$ cat config.mk
export PLATFORM = sky130hd
export DESIGN_NAME = text_mode_fetch_ctrl
export DESIGN_NICKNAME = d
export VERILOG_FILES = /design/src/rtl/text_mode_fetch_ctrl_pkg.sv /design/src/rtl/glyph_shifter.sv /design/src/rtl/text_mode_fetch_ctrl.sv
export SDC_FILE = /design/constraint.sdc
export NUM_CORES = 1
export LEC_CHECK = 0
export BUFFER_PORTS_ARGS = -buffer_cell sky130_fd_sc_hd__buf_4
export CAP_MARGIN = 40
export CORE_MARGIN = 2
export CORE_UTILIZATION = 45
export DETAILED_ROUTE_END_ITERATION = 10
export GPL_ROUTABILITY_DRIVEN = 1
export PLACE_DENSITY = 0.84
export SLEW_MARGIN = 20
export SYNTH_ARGS = -nofsm -noshare
export SYNTH_HDL_FRONTEND = slang
export SYNTH_SLANG_ARGS = --single-unit
$ cat constraint.sdc
create_clock -name clk -period 5.8 [get_ports clk]
set_input_delay 1.16 -clock clk [delete_from_list [all_inputs] [get_ports clk]]
set_output_delay 1.16 -clock clk [all_outputs]
set_load 0.05 [all_outputs]
$ cat src/rtl/text_mode_fetch_ctrl_pkg.sv
// Shared constants and CPU readback FSM encoding for the text-mode fetch controller.
package text_mode_fetch_ctrl_pkg;
    localparam int CHAR_W   = 8;
    localparam int GLYPH_H  = 8;
    localparam int FONT_AW  = 11;
    localparam int DEF_COLS = 40;
    localparam int DEF_ROWS = 25;

    typedef enum logic {
        CPU_IDLE = 1'b0,
        CPU_ACK  = 1'b1
    } cpu_state_e;
endpackage

$ cat src/rtl/glyph_shifter.sv
// Parallel-load, left-shifting glyph row register; the valid flag tracks the loaded cell.
module glyph_shifter
    import text_mode_fetch_ctrl_pkg::*;
(
    input  logic              clk,
    input  logic              reset,
    input  logic              load,
    input  logic [CHAR_W-1:0] din,
    input  logic              valid_in,
    output logic              pixel,
    output logic              pixel_valid
);
    logic [CHAR_W-1:0] shreg_q, shreg_d;
    logic              valid_q, valid_d;

    always_comb begin
        shreg_d = {shreg_q[CHAR_W-2:0], 1'b0};
        valid_d = valid_q;
        if (load) begin
            shreg_d = din;
            valid_d = valid_in;
        end
    end

    always_ff @(posedge clk or posedge reset) begin
        if (reset) begin
            shreg_q <= '0;
            valid_q <= 1'b0;
        end else begin
            shreg_q <= shreg_d;
            valid_q <= valid_d;
        end
    end

    assign pixel       = shreg_q[CHAR_W-1];
    assign pixel_valid = valid_q;
endmodule

$ cat src/rtl/text_mode_fetch_ctrl.sv
// Per-cell text fetch, font lookup and pixel serialisation, with the font ROM port
// shared by a CPU readback path that only gets cycles the display leaves free.
module text_mode_fetch_ctrl
    import text_mode_fetch_ctrl_pkg::*;
#(
    parameter int COLS    = DEF_COLS,
    parameter int ROWS    = DEF_ROWS,
    parameter int TEXT_AW = 11
) (
    input  logic               clk,
    input  logic               reset,
    input  logic [9:0]         hpos,
    input  logic [9:0]         vpos,
    input  logic               display_on,
    output logic [TEXT_AW-1:0] text_addr,
    output logic               text_rd,
    input  logic [7:0]         text_data,
    output logic [FONT_AW-1:0] font_addr,
    input  logic [7:0]         font_data,
    input  logic               cpu_req,
    input  logic [FONT_AW-1:0] cpu_addr,
    output logic               cpu_ack,
    output logic [7:0]         cpu_data,
    output logic               pixel,
    output logic               pixel_valid
);
    localparam logic [9:0]         H_LIMIT  = 10'(COLS * CHAR_W);
    localparam logic [9:0]         V_LIMIT  = 10'(ROWS * GLYPH_H);
    localparam logic [TEXT_AW-1:0] ROW_STEP = TEXT_AW'(COLS);

    logic [2:0]         phase;
    logic [6:0]         col;
    logic               active_now;
    logic               disp_font;
    logic               cpu_grant;
    logic               cell_active_q, cell_active_d;
    logic [TEXT_AW-1:0] row_base_q, row_base_d;
    logic [7:0]         char_q, char_d;
    logic [7:0]         glyph_q, glyph_d;
    logic [7:0]         cpu_data_q, cpu_data_d;
    cpu_state_e         state_q, state_d;

    assign phase = hpos[2:0];
    assign col   = hpos[9:3];

    always_comb begin
        active_now    = display_on && (hpos < H_LIMIT) && (vpos < V_LIMIT);
        cell_active_d = (phase == 3'd0) ? active_now : cell_active_q;

        row_base_d = row_base_q;
        if (hpos == 10'd0) begin
            if (vpos == 10'd0) begin
                row_base_d = '0;
            end else if ((vpos[2:0] == 3'd0) && (vpos < V_LIMIT)) begin
                row_base_d = row_base_q + ROW_STEP;
            end
        end

        // Address from the next row base so the first cell of a new row already sees it.
        text_rd   = !reset && (phase == 3'd0) && active_now;
        text_addr = text_rd ? (row_base_d + TEXT_AW'(col)) : '0;

        char_d    = ((phase == 3'd1) && cell_active_q) ? text_data : char_q;
        disp_font = (phase == 3'd2) && cell_active_q;
        glyph_d   = disp_font ? font_data : glyph_q;
    end

    always_comb begin
        state_d   = state_q;
        cpu_grant = 1'b0;
        case (state_q)
            CPU_IDLE: begin
                if (cpu_req && !disp_font && !reset) begin
                    cpu_grant = 1'b1;
                    state_d   = CPU_ACK;
                end
            end
            CPU_ACK: state_d = CPU_IDLE;
        endcase

        cpu_data_d = cpu_grant ? font_data : cpu_data_q;

        if (disp_font) begin
            font_addr = {char_q, vpos[2:0]};
        end else if (cpu_grant) begin
            font_addr = cpu_addr;
        end else begin
            font_addr = '0;
        end
    end

    always_ff @(posedge clk or posedge reset) begin
        if (reset) begin
            cell_active_q <= 1'b0;
            row_base_q    <= '0;
            char_q        <= '0;
            glyph_q       <= '0;
            cpu_data_q    <= '0;
            state_q       <= CPU_IDLE;
        end else begin
            cell_active_q <= cell_active_d;
            row_base_q    <= row_base_d;
            char_q        <= char_d;
            glyph_q       <= glyph_d;
            cpu_data_q    <= cpu_data_d;
            state_q       <= state_d;
        end
    end

    assign cpu_ack  = (state_q == CPU_ACK);
    assign cpu_data = cpu_data_q;

    glyph_shifter u_shifter (
        .clk         (clk),
        .reset       (reset),
        .load        (phase == 3'd7),
        .din         (cell_active_q ? glyph_q : 8'h00),
        .valid_in    (cell_active_q),
        .pixel       (pixel),
        .pixel_valid (pixel_valid)
    );
endmodule
=== After elaboration in Yosys (flattened, before gate mapping) ===
Index checks and enable logic that the tools add are counted.

* Input port bits: 51
* Bits in registers: 46
* Output and inout port bits: 34
* Word-level logic and storage cells: 42

* Reductions and logical operators: 15
* Equality and inequality tests: 3
* Magnitude comparators: 2
* Muxes and demuxes: 11
* Add/subtract/negate cells: 2
* Bitwise operators: 1

{| class="wikitable"
|+ Operators by type and width
! kind !! count
|-
| $mux W11 || 6
|-
| $logic_not A10 Y1 || 2
|-
| $mux W8 || 2
|-
| $add A11 B6 Y11 const B || 1
|-
| $add A11 B7 Y11 || 1
|-
| $lt A10 B8 Y1 const B || 1
|-
| $lt A10 B9 Y1 const B || 1
|-
| $logic_and A1 B1 Y1 || 9
|-
| $logic_not A3 Y1 || 2
|-
| $eq A3 B1 Y1 const B || 1
|-
| $eq A3 B2 Y1 const B || 1
|-
| $eq A3 B3 Y1 const B || 1
|-
| $logic_not A1 Y1 || 2
|-
| $mux W1 || 2
|-
| $pmux W1 S2 || 1
|-
| $not A1 Y1 || 1
|}

=== Longest topological paths before layout ===
* Depth after elaboration: 9
* Depth in mapped cells: 13
* Mapped depth without buffers: 13

=== Hierarchy ===
Synthesis repeated with hierarchy kept, for this count alone.

* Cell total of the unflattened synthesis: 239
* Area, all modules: 2665.1 um^2

{| class="wikitable"
|+ By module, submodules not included
! module !! cells an instance !! area an instance (um^2) !! instances !! seq. area each (um^2)
|-
| text_mode_fetch_ctrl || 219 || 2297.2 || 1 || 925.9
|-
| glyph_shifter || 20 || 367.9 || 1 || 225.2
|}

=== Worst setup path before layout ===
OpenSTA, ideal clock, no wires.

* Path type: input port to output port
* From: input hpos[3]
* To: output text_addr[10]
* Required time: 4.640 ns
* Data arrival time: 5.189 ns
* Path buffers: 0
* Stages: 13
* Path slack: -0.549 ns
* Cell sequence: or4_4 -> or2_1 -> or3_1 -> and2_1 -> ha_1 -> fa_1 -> a211oi_1 -> o21bai_1 -> o21ai_0 -> o22ai_1 -> o31ai_1 -> o21ai_0 -> a21oi_1

{| class="wikitable"
|+ RTL lines
! element !! line !! text
|-
| start, declared || text_mode_fetch_ctrl.sv:12 || <nowiki>input logic [9:0] hpos,</nowiki>
|-
| $logic_not A10 Y1 || text_mode_fetch_ctrl.sv:51 || <nowiki>if (hpos == 10'd0) begin</nowiki>
|-
| $mux W11 || text_mode_fetch_ctrl.sv:51 ||
|-
| net row_base_d[0] || text_mode_fetch_ctrl.sv:37 || <nowiki>logic [TEXT_AW-1:0] row_base_q, row_base_d;</nowiki>
|-
| $add A11 B7 Y11 || text_mode_fetch_ctrl.sv:61 || <nowiki>text_addr = text_rd ? (row_base_d + TEXT_AW'(col)) : '0;</nowiki>
|-
| $mux W11 || text_mode_fetch_ctrl.sv:61 ||
|-
| end, declared || text_mode_fetch_ctrl.sv:15 || <nowiki>output logic [TEXT_AW-1:0] text_addr,</nowiki>
|}

The timed path passes the listed nets, and every way through them passes these cells.

=== Worst setup path in the final report ===
* From: input hpos[8]
* To: output text_addr[8]

The elaborated chain is that of the path after synthesis.

==> impl.org <==
** Routing
- The count of nets left with antenna violations once routing finished came out at 0.
- Summed over all layers, the routed wires come to 6.57 mm.
- After detailed routing, the number of vias per cell comes to 5.43.
- After detailed routing, the wire length on met1 is 2.67 mm.
- After detailed routing, the average wire length per cell comes to 15.5 um.
- Detailed-route via count :: approximately 2,300
- Initial DRT Pass Iterations :: 4
- Met2 wirelength from detailed routing :: between 3 and 4 mm
- After detailed routing, the met3 layer carries 327 um of wire.
- After detailed routing, the number of remaining DRC violations is 0.
- Top layer used by detailed routing :: met4
- In this run, the number of DRC markers left after iteration 0 of detailed routing was between 90 and 100.

** Cells and area
- In the final design database the tool counted 411 nets.
- Area Overhead vs Synth :: 45.4%
- Of the cells placed in the final design, the portion with a size suffix greater than 1 is 49.6%.
- Summing all non-filler instances in the final layout gives an area of 3650 sq um.
- Fill cells in the final layout number 417.
- 0 antenna diodes ended up in the layout.

** Clock tree
- CTS Buffer Depth :: 2
- In this run the number of H-tree levels came out at 2.
- TritonCTS clock tree :: built
- The later pin in the worst-skew pair is clocked with a latency of 300 ps.
- Clock-pin slew was measured on the worst setup and hold paths at roughly 90 ps.
- Number of CTS-inserted buffers :: 5
- Root Driver :: clkbuf_8
- Clock tree sinks :: 46

** Outcome
- Status :: complete, no violations

** Timing
- In this run the tightest slew margin relative to its limit is about 61%.
- Final Hold Violating Endpoints :: 0
- Between clock sinks in the finished design, the worst skew comes to 11.0 ps.
- Final min period :: 5780 ps
- For the pin with the worst max-slew slack, the measured transition is 586 ps.
- Static timing analysis puts the maximum clock frequency at 173 MHz.
- Setup repair after global routing could not meet its margin everywhere.
- TNS Setup :: 0 ps
- The max-slew violation count was 0.
- Post-route clock period utilization :: about 100%
- Setup violations remaining at the end of the flow were counted as 0.

** Worst setup path
- Data arrives at the worst endpoint at 4620 ps.
- CP Depth :: 15
- Critical path peak fanout :: 4
- The setup check on the worst reg-to-reg path leaves a slack of 3970 ps.
- On the worst path, the slowest cell contributes a delay of about 540 ps.
- STA classifies the critical path startpoint as a primary input.
- Crit path max-delay family :: simple AND/OR/NAND/NOR gates
- Critical path endpoint category :: output pin
- The slowest stage of the critical path is the or4_4 cell.
- Chain of cells forming the critical path :: buf_6 -> or4_4 -> or2_1 -> or3_4 -> and2_4 -> ha_4 -> fa_2 -> a211oi_4 -> o21bai_4 -> o21ai_2 -> o22ai_2 -> o31ai_4 -> xor2_2 -> nor2_4 -> buf_8
- Endpoint required time on the critical path :: 4640 ps
- Worst R2R Path Depth :: 4
- Setup Crit Path Kind :: in -> out
- The critical path contains buffers and inverters numbering 2 combined.

** Global routing
- The first global-routing pass estimated 10.6 mm of wire.
- Initial antenna violation count :: 0
- Entering global routing, the biggest net connects 49 pins.
- Overall routing resource usage :: 21.5%
- Number of global-route vias before repair :: 2,374
- Overflow left after global routing :: 0

** Floorplanning
- Top-level port count :: 85
- The core region is 5440 sq um.
- The floorplan has 27 rows.
- Die area :: 6190 sq um
- Effective utilization at floorplan :: 46.1%
- Height of the die :: ~79 um
- Die extent in x :: 78.6 um

** Yosys
- Summing every instance area after synthesis gives 2510 sq um.
- Flop and latch count out of synthesis :: 46
- Number of synthesized flops with an enable pin :: 0
- Synthesis produced ~240 cells.
- Cell variety after synth :: 48
- Synthesis produced a netlist with a net count of 300.
- Cell taking the most area after synthesis :: dfrtp_1
- Share of flip-flops with an asynchronous set or reset :: between 90% and 100%
- Share of synthesized area occupied by flip-flops and latches :: 45.9%
- Average cell area after synthesis :: between 10 and 15 sq um
- Fraction of synthesized cell area taken by the top area cell type :: between 40% and 50%
- During synthesis, Yosys emitted a total of 0 warnings.
- Largest cells by area after synthesis :: dfrtp_1 (46%), mux2_2 (11%), a22o_1 (3.8%)
- The most used flip-flop cell after synthesis is dfrtp_1.

** Min path
- Number of stages on the worst hold path :: 2
- The path class of the tightest hold or removal check is reg -> reg.

** Flow run
- Across the run, the number of max-cap violations was 0.

** Place
- The count of buffers added on input and output ports is 84.
- Detailed placement finished with a half-perimeter wire length of about 4.9 mm.
- Summing all placed instances gives a cell area of ~3400 sq um.
- Weighted congestion at the end of routability-driven global placement :: 0.844

** Power and ir drop
- Power spread over the standard cell area amounts to 215 nW/um^2.
- Net switching fraction of the power :: between 30 and 40%
- In this run, the clock network consumes around a quarter of the power.
- Part of the total power dissipated in sequential elements :: around 49%
- Switching power :: 236 uW
- Combinational logic burns between 20 and 25% of the power.
- The analysis attributes to cell leakage a power of 1.71 nW.
- VDD IR-drop max :: 0.164 mV
- The internal portion of the total power is around 550 uW.
-- per-layer routing --
layer  track usage (%)  vias up
met1              24.7     1125
met3              4.71       14
li1                  -     1101
met2              39.2       68
met4              7.37        0
met5                 0        -
-- metrics by stage --
| stage | util [%] | power (mW) | setup WS [ps] | hold slack (ps) | cells |
|---|---|---|---|---|---|
| floorplan | - | 0.504 | -174 | 426 | 241 |
| global placement | 62.5 | 0.579 | -99.3 | 431 | 411 |
| detailed placement | 62.5 | 0.586 | -232 | 450 | 411 |
| CTS | 65.1 | 0.786 | 0.222 | 466 | 421 |
| global route | 67.0 | 0.817 | -115 | 485 | 425 |
| finish | 67.0 | 0.784 | 16.7 | 457 | 425 |
-- cell usage in the layout, fill, tap and decap left out, types with 6 or more instances in the layout --
| cell type | count |
|---|---|
| o21ai_0 | 9 |
| xnor2_1 | 7 |
| dfrtp_1 | 46 |
| nand2_1 | 21 |
| a21oi_1 | 7 |
| inv_1 | 6 |
| mux2_2 | 25 |
| and3_1 | 6 |
| a22o_1 | 11 |
| nor3_1 | 7 |
| nor2_1 | 17 |
| buf_4 | 106 |
| clkbuf_8 | 6 |
-- worst min-delay path, delay by kind of cell (launching register included) --
kind / cells / cell delay (ps)
compound gates: 1 / 60
flops: 1 / 330
simple gates: 1 / 40
-- cells in the mapped netlist, types with 2 or more instances --
| cell type | number |
|---|---|
| dfrtp_1 | 46 |
| mux2_2 | 25 |
| nand2_1 | 21 |
| nor2_1 | 19 |
| o21ai_0 | 14 |
| a22o_1 | 11 |
| a21oi_1 | 10 |
| nor3_1 | 9 |
| ha_1 | 7 |
| inv_1 | 7 |
| xnor2_1 | 7 |
| and3_1 | 6 |
| clkbuf_1 | 6 |
| and2_1 | 4 |
| nand3_1 | 4 |
| a211oi_1 | 3 |
| or3_1 | 3 |
| xor2_1 | 3 |
| a21o_1 | 2 |
| a31o_2 | 2 |
| nand4_1 | 2 |
| nor4_1 | 2 |
| o211ai_1 | 2 |
| o21bai_1 | 2 |
-- cells by family after synthesis --
| family | share of synthesized area (%) |
|---|---|
| adder cells (fa/ha/maj) | 4.29 |
| XOR/XNOR | 3.49 |
| AO/OA/AOI/OAI | 14.4 |
| buffers and inverters | 2.30 |
| multiplexers | 11.6 |
| flip-flops | 45.9 |
| AND/OR/NAND/NOR | 18.0 |
-- sequential cells by signal (all words and copies together), names as in the netlist --
| signal | flops |
|---|---|
| cell_active_q | 1 |
| char_q | 8 |
| cpu_ack | 1 |
| cpu_data | 8 |
| glyph_q | 8 |
| row_base_q | 11 |
| u_shifter.pixel_valid | 1 |
| u_shifter.shreg_q | 8 |
-- timing repair --
item / CTS / global route
pin swaps: 6 / 15
setup endpoints to repair: 3 / 4
resized for setup: 10 / 18
hold buffers: 0 / 0
buffers inserted: 2 / 3
-- area by class of cell --
cell class                      count  area [sq um]  area share, %
Tap cell                           72          90.1           2.47
Timing Repair Buffer              112           861           23.6
Sequential cell                    46          1150           31.6
Inverter                            7          26.3          0.721
Clock buffer                        6          82.6           2.26
Clock inverter                      2          12.5          0.343
Multi-Input combinational cell    180          1420           39.0
-- power groups by stage --
stage / clock (mW) / sequential (mW) / combinational [mW]
after detailed placement: 0 / 0.393 / 0.193
after floorplan: 0 / 0.429 / 0.0749
after global placement: 0 / 0.391 / 0.188
final: 0.202 / 0.387 / 0.195
after CTS: 0.205 / 0.387 / 0.193
after global routing: 0.217 / 0.393 / 0.207
-- worst paths after layout --
| kind | startpoint | endpoint |
|---|---|---|
| worst max-delay path | hpos[8] | text_addr[8] |
| worst min-delay path | u_shifter.shreg_q[6] | u_shifter.shreg_q[7] |
| worst max register to register | cell_active_q | char_q[1] |
| worst min register to register | u_shifter.shreg_q[6] | u_shifter.shreg_q[7] |
| max in group asynchronous | reset | cell_active_q |
| min in group asynchronous | reset | row_base_q[5] |
Note: power is estimated with default switching activity, not from simulation.
